<file path="config.mk">
export PLATFORM = sky130hd
export DESIGN_NAME = nv_mux2_arb
export DESIGN_NICKNAME = d
export VERILOG_FILES = /design/src/rtl/nv_mux2_arb_pkg.sv /design/src/rtl/MUX2HDD2.sv /design/src/rtl/nv_mux2_arb_pipe.sv /design/src/rtl/nv_mux2_arb.sv
export SDC_FILE = /design/constraint.sdc
export NUM_CORES = 1
export LEC_CHECK = 0
export CORE_MARGIN = 4
export CORE_UTILIZATION = 40
export DETAILED_ROUTE_END_ITERATION = 8
export MAX_ROUTING_LAYER = met4
export PLACE_DENSITY = 0.8
export SYNTH_ARGS = -nofsm -noshare
export SYNTH_HDL_FRONTEND = slang
export SYNTH_HIERARCHICAL = 1
export SYNTH_SLANG_ARGS = --single-unit
</file>
<file path="constraint.sdc">
create_clock -name nvdla_core_clk -period 3.8 [get_ports nvdla_core_clk]
set_clock_uncertainty 0.05 [all_clocks]
set_input_delay 0.38 -clock nvdla_core_clk [delete_from_list [all_inputs] [get_ports nvdla_core_clk]]
set_output_delay 0.38 -clock nvdla_core_clk [all_outputs]
set_load 0.05 [all_outputs]
</file>
<file path="src/rtl/nv_mux2_arb_pkg.sv">
// nv_mux2_arb_pkg
//   Shared definitions for the two-source merge arbiter:
//   - arb_state_e : arbitration state (IDLE, LOCK0, LOCK1)
//   - SRC0 / SRC1 : source index values carried on mux_sel
package nv_mux2_arb_pkg;

    typedef enum logic [1:0] {
        IDLE  = 2'd0,
        LOCK0 = 2'd1,
        LOCK1 = 2'd2
    } arb_state_e;

    localparam logic SRC0 = 1'b0;
    localparam logic SRC1 = 1'b1;

endpackage

</file>
<file path="src/rtl/MUX2HDD2.sv">
// MUX2HDD2
//   Behavioural model of the 2:1 mux standard cell used in the datapath bank.
//   I0 : selected when S=0
//   I1 : selected when S=1
//   S  : select
//   Z  : output
module MUX2HDD2 (
    input  logic I0,
    input  logic I1,
    input  logic S,
    output logic Z
);

    assign Z = S ? I1 : I0;

endmodule

</file>
<file path="src/rtl/nv_mux2_arb_pipe.sv">
// nv_mux2_arb_pipe
//   One-entry valid/ready output register.
//   i_clk, i_rst : clock, asynchronous active-high reset
//   i_push       : load i_data this cycle (caller only pushes when o_pipe_rdy)
//   i_data       : data to load
//   i_ready      : downstream accept
//   o_valid      : register holds a beat
//   o_data       : registered data, stable while o_valid && !i_ready
//   o_pipe_rdy   : register can take a beat this cycle (empty or draining)
module nv_mux2_arb_pipe #(
    parameter int unsigned W = 33
) (
    input  logic         i_clk,
    input  logic         i_rst,
    input  logic         i_push,
    input  logic [W-1:0] i_data,
    input  logic         i_ready,
    output logic         o_valid,
    output logic [W-1:0] o_data,
    output logic         o_pipe_rdy
);

    logic         r_valid;
    logic [W-1:0] r_data;

    assign o_pipe_rdy = !r_valid || i_ready;
    assign o_valid    = r_valid;
    assign o_data     = r_data;

    always_ff @(posedge i_clk or posedge i_rst) begin
        if (i_rst) begin
            r_valid <= 1'b0;
            r_data  <= '0;
        end else if (i_push) begin
            // a push while draining replaces the beat with no bubble
            r_valid <= 1'b1;
            r_data  <= i_data;
        end else if (i_ready) begin
            r_valid <= 1'b0;
        end
    end

endmodule

</file>
<file path="src/rtl/nv_mux2_arb.sv">
// nv_mux2_arb
//   Round-robin valid/ready arbiter merging two sources onto one port through
//   a MUX2HDD2 datapath bank, with optional packet lock on `last`, followed by
//   a one-stage registered output.
//   nvdla_core_clk/rst : clock, asynchronous active-high reset
//   srcN_valid/ready/pd/last : source N beat handshake, payload, end-of-packet
//   dst_valid/ready/pd/last  : registered output handshake and beat
//   mux_sel            : datapath select (0 = src0, 1 = src1)
module nv_mux2_arb
    import nv_mux2_arb_pkg::*;
#(
    parameter int unsigned DW      = 32,
    parameter bit          LOCK_EN = 1'b1
) (
    input  logic          nvdla_core_clk,
    input  logic          nvdla_core_rst,
    input  logic          src0_valid,
    output logic          src0_ready,
    input  logic [DW-1:0] src0_pd,
    input  logic          src0_last,
    input  logic          src1_valid,
    output logic          src1_ready,
    input  logic [DW-1:0] src1_pd,
    input  logic          src1_last,
    output logic          dst_valid,
    input  logic          dst_ready,
    output logic [DW-1:0] dst_pd,
    output logic          dst_last,
    output logic          mux_sel
);

    arb_state_e  r_state;
    logic        r_prio;
    logic        r_sel;

    logic        w_gnt_vld;
    logic        w_gnt;
    logic        w_pipe_rdy;
    logic        w_acc;
    logic [DW:0] w_in0;
    logic [DW:0] w_in1;
    logic [DW:0] w_mux;
    logic [DW:0] w_dst;

    always_comb begin
        w_gnt_vld = 1'b0;
        w_gnt     = SRC0;
        case (r_state)
            IDLE: begin
                if (src0_valid && src1_valid) begin
                    w_gnt_vld = 1'b1;
                    w_gnt     = r_prio;
                end else if (src0_valid) begin
                    w_gnt_vld = 1'b1;
                    w_gnt     = SRC0;
                end else if (src1_valid) begin
                    w_gnt_vld = 1'b1;
                    w_gnt     = SRC1;
                end
            end
            // a locked owner keeps the grant even while it is not valid
            LOCK0: begin
                w_gnt_vld = 1'b1;
                w_gnt     = SRC0;
            end
            LOCK1: begin
                w_gnt_vld = 1'b1;
                w_gnt     = SRC1;
            end
            default: ;
        endcase
        if (nvdla_core_rst) begin
            w_gnt_vld = 1'b0;
        end
    end

    // with no grant the select parks on the last granted source
    assign mux_sel    = w_gnt_vld ? w_gnt : r_sel;
    assign src0_ready = w_pipe_rdy && w_gnt_vld && (w_gnt == SRC0);
    assign src1_ready = w_pipe_rdy && w_gnt_vld && (w_gnt == SRC1);
    assign w_acc      = (src0_valid && src0_ready) || (src1_valid && src1_ready);

    assign w_in0 = {src0_last, src0_pd};
    assign w_in1 = {src1_last, src1_pd};

    for (genvar i = 0; i < DW + 1; i++) begin : g_mux
        MUX2HDD2 u_mux (
            .I0 (w_in0[i]),
            .I1 (w_in1[i]),
            .S  (mux_sel),
            .Z  (w_mux[i])
        );
    end

    always_ff @(posedge nvdla_core_clk or posedge nvdla_core_rst) begin
        if (nvdla_core_rst) begin
            r_state <= IDLE;
            r_prio  <= SRC0;
            r_sel   <= SRC0;
        end else begin
            r_sel <= mux_sel;
            if (w_acc) begin
                if (LOCK_EN) begin
                    if (w_mux[DW]) begin
                        r_state <= IDLE;
                        r_prio  <= ~w_gnt;
                    end else begin
                        r_state <= (w_gnt == SRC1) ? LOCK1 : LOCK0;
                    end
                end else begin
                    r_prio <= ~w_gnt;
                end
            end
        end
    end

    nv_mux2_arb_pipe #(
        .W (DW + 1)
    ) u_pipe (
        .i_clk      (nvdla_core_clk),
        .i_rst      (nvdla_core_rst),
        .i_push     (w_acc),
        .i_data     (w_mux),
        .i_ready    (dst_ready),
        .o_valid    (dst_valid),
        .o_data     (w_dst),
        .o_pipe_rdy (w_pipe_rdy)
    );

    assign dst_last = w_dst[DW];
    assign dst_pd   = w_dst[DW-1:0];

endmodule

</file>
==> results.py <==
metrics = {
    "die": {
        "initial_utilization_pct": 42.2,
        "io_pins": 108,
        "die_h_um": 82.3,
        "placementRows": 26,
        "core_um2": 5240,
        "die_area_um2": 6780,
        "fp.dieW_um": 82.3,
    },
    "critical_path": {
        "cp-end-kind": "primary output",
        "critPathKind": "reg2out",
        "crit_chain": "inv_1, ha_1, o21a_1, o21ai_0, mux2_2, buf_4, buf_4",
        "crit_buf_inv": 3,
        "worst_path_largest_cell_delay_ps": 510,
        "critPathTopFamily": "buffers and inverters",
        "path_common_cell": "buf_4",
        "critPathLaunchType": "flop",
        "cp_max_fo": 34,
        "cp.required_ps": 3370,
        "cp_slowest_cell": "buf_4",
        "arrival_ps": 2340,
    },
    "power": {
        "power_switching_uw": 153,
        "p_clk_share_pct": 32.9,
        "swShare_pct": 19.8,
        "seq_power_share_pct": 52.4,
        "p_leak_uw": 0.00155,
        "irDropWorstVdd_v": 0.000151,
        "combPwrFrac_pct": 14.7,
        "p_per_area_nw_per_um2": 226,
        "p_int_uw": 619,
    },
    "clock_network": {
        "cts_root_buffer": "clkbuf_8",
        "clockBufferDepth": 2,
        "postCtsSetupBuffers": 0,
        "clk_latency_ps": 280,
        "cts.sinks": 38,
        "clk_pin_slew_worst_paths_ps": 70,
        "postCtsHoldBufs": 0,
        "cts_tree": "built",
        "cts_buffers": 5,
        "htree_levels": 2,
        "cts_resized": 0,
    },
    "run_status": {
        "status": "finished, final reports clean",
    },
    "synthesis": {
        "async_reset_ff_share_pct": 100,
        "synth_top_area_share_pct": 43.0,
        "ys_types": 17,
        "yosysWarningCount": 6,
        "syn_area_per_cell_um2": 15.9,
        "synth_area_leaders": "dfrtp_1, mux2_4, buf_12",
        "synth.largest_area_cell": "dfrtp_1",
        "yosysMostFrequentCell": "mux2_4",
        "netlist_instances": 139,
        "syn-cell-area_um2": 2210,
        "yosys-top-cells-count": "mux2_4, dfrtp_1, inv_1",
        "synth_nets": 213,
        "synth_seq_cells": 38,
        "synthFlopType": "dfrtp_1",
        "synth_edf_count": 0,
        "yosysSeqAreaShare_pct": 43.0,
    },
    "cells_and_area": {
        "fin_nets": 328,
        "diodes": 0,
        "fin_cells": 324,
        "drive_gt1_share_pct": 32.3,
        "fillCellCount": 405,
        "syn2layout_area_growth_pct": 54.2,
    },
    "global_route": {
        "track_usage_pct": 16.5,
        "gr-usage-met2_pct": 27.2,
        "grt_busiest_layer": "met2",
        "globalRouteOverflowTotal": 0,
        "antenna_found_initial": 0,
        "grt_pass1_wl_um": 8000,
        "grt_pass1_vias": 1698,
        "use_met3_pct": 6.94,
        "grtUsageMet1_pct": 18.2,
        "grt_max_degree": 35,
    },
    "drt": {
        "drt_wl_total_um": 5080,
        "vias": 1485,
        "via_per_inst": 4.58,
        "ant_nets": 0,
        "wl_per_cell_um": 15.7,
        "drt-initial-drc-count": 56,
        "remaining_drc_errors": 0,
        "drt_first_pass_iters": 4,
    },
    "sta": {
        "rsz0062_at_grt": "no",
        "setup_viol": 0,
        "clock.fmax_mhz": 361,
        "max_slew_margin_pct": 33.9,
        "tightestPinTransition_ps": 991,
        "fin_crit_sh_pct": 72.9,
        "slew_viol_final": 0,
        "setup_tns_ps": 0,
        "fin_crit_ps": 2770,
        "hold_viol": 0,
    },
    "place": {
        "dp_hpwl_um": 3980,
        "gp_congestion": 0.836,
        "io_buffers": 107,
        "dpl.cell_count": 317,
    },
    "flow_run": {
        "cap_violations": 0,
    },
    "min_path": {
        "hp-class": "in2async",
    },
}
==> power groups by stage <==
stage | Sequential [µW] | Combinational, µW | Clock [µW]
after floorplan | 412 | 34.8 | 0
after global placement | 412 | 114 | 0
after detailed placement | 412 | 115 | 0
after CTS | 404 | 115 | 263
after global routing | 404 | 122 | 281
final | 404 | 113 | 254
==> routing by layer <==
metal / vias to the layer above / share of wire (%) / routed length [µm]
li1: 721 / - / -
met1: 688 / 41 / 2070
met2: 71 / 48 / 2450
met3: 5 / 10 / 527
met4: 0 / 0.83 / 42
met5: - / 0 / 0
==> state kept, by name (all words and copies together) (netlist names) <==
| register | cells |
|---|---|
| r_sel | 1 |
| r_prio | 1 |
| r_state | 2 |
| u_pipe/o_data | 33 |
| u_pipe/o_valid | 1 |
==> kinds of logic after synthesis <==
family	synth area share, %
multiplexers	46.2
AND/OR/NAND/NOR	2.38
AO/OA/AOI/OAI	2.26
buffers and inverters	4.41
flip-flops	43.0
adder cells (fa/ha/maj)	1.70
==> per-stage QoR <==
stage	power [µW]	instance area, µm²	utilization (%)	worst slack (ps)	hold slack, ps
finish	772	3410	65.1	1030	289
global route	807	3410	65.1	890	317
CTS	783	3410	65.1	995	285
detailed placement	527	3330	63.6	1030	441
global placement	526	3330	63.6	1090	441
floorplan	447	2210	-	704	96.1
==> layout make-up <==
class | count | area (µm²) | area share [%]
Timing Repair Buffer | 112 | 1110 | 32.4
Multi-Input combinational cell | 90 | 1160 | 34.1
Clock buffer | 7 | 76.3 | 2.24
Tap cell | 70 | 87.6 | 2.57
Sequential cell | 38 | 951 | 27.9
Inverter | 7 | 26.3 | 0.771
==> placed cells by master (no fill, tap or decap) <==
master and count:
mux2_4 63, dfrtp_1 38, clkbuf_1 2, mux2_2 5, mux2i_1 2, nand2b_1 4, or3b_1 1, buf_4 6
nand2_1 2, a31oi_1 1, ha_1 3, o211ai_2 1, inv_2 1, inv_1 6, o21a_1 1, clkdlybuf4s50_1 106
nor2_1 3, a31o_2 1, clkbuf_8 5, o21ai_0 3
==> final timing paths <==
| check | startpoint | endpoint | slack (ps) | cells past startpoint |
|---|---|---|---|---|
| worst max-delay path | r_state[0] | mux_sel | 1030 | 7 |
| worst min-delay path | nvdla_core_rst | r_sel | 290 | 2 |
| worst max register to register | r_state[0] | u_pipe/o_data[9] | 1270 | 8 |
| worst min register to register | u_pipe/o_data[3] | u_pipe/o_data[3] | 460 | 1 |
| max in group asynchronous | nvdla_core_rst | u_pipe/o_data[5] | 2400 | 3 |
| min in group nvdla_core_clk | u_pipe/o_data[3] | u_pipe/o_data[3] | 460 | 1 |
==> worst register-to-register path, stage by stage (launching register included) <==
cell,delay (ps)
dfrtp_1,390
inv_1,100
ha_1,220
o21a_1,170
o21ai_0,90
mux2_2,260
buf_4,510
mux2_4,360
mux2_2,260
Power figures use the tool's default switching activity.
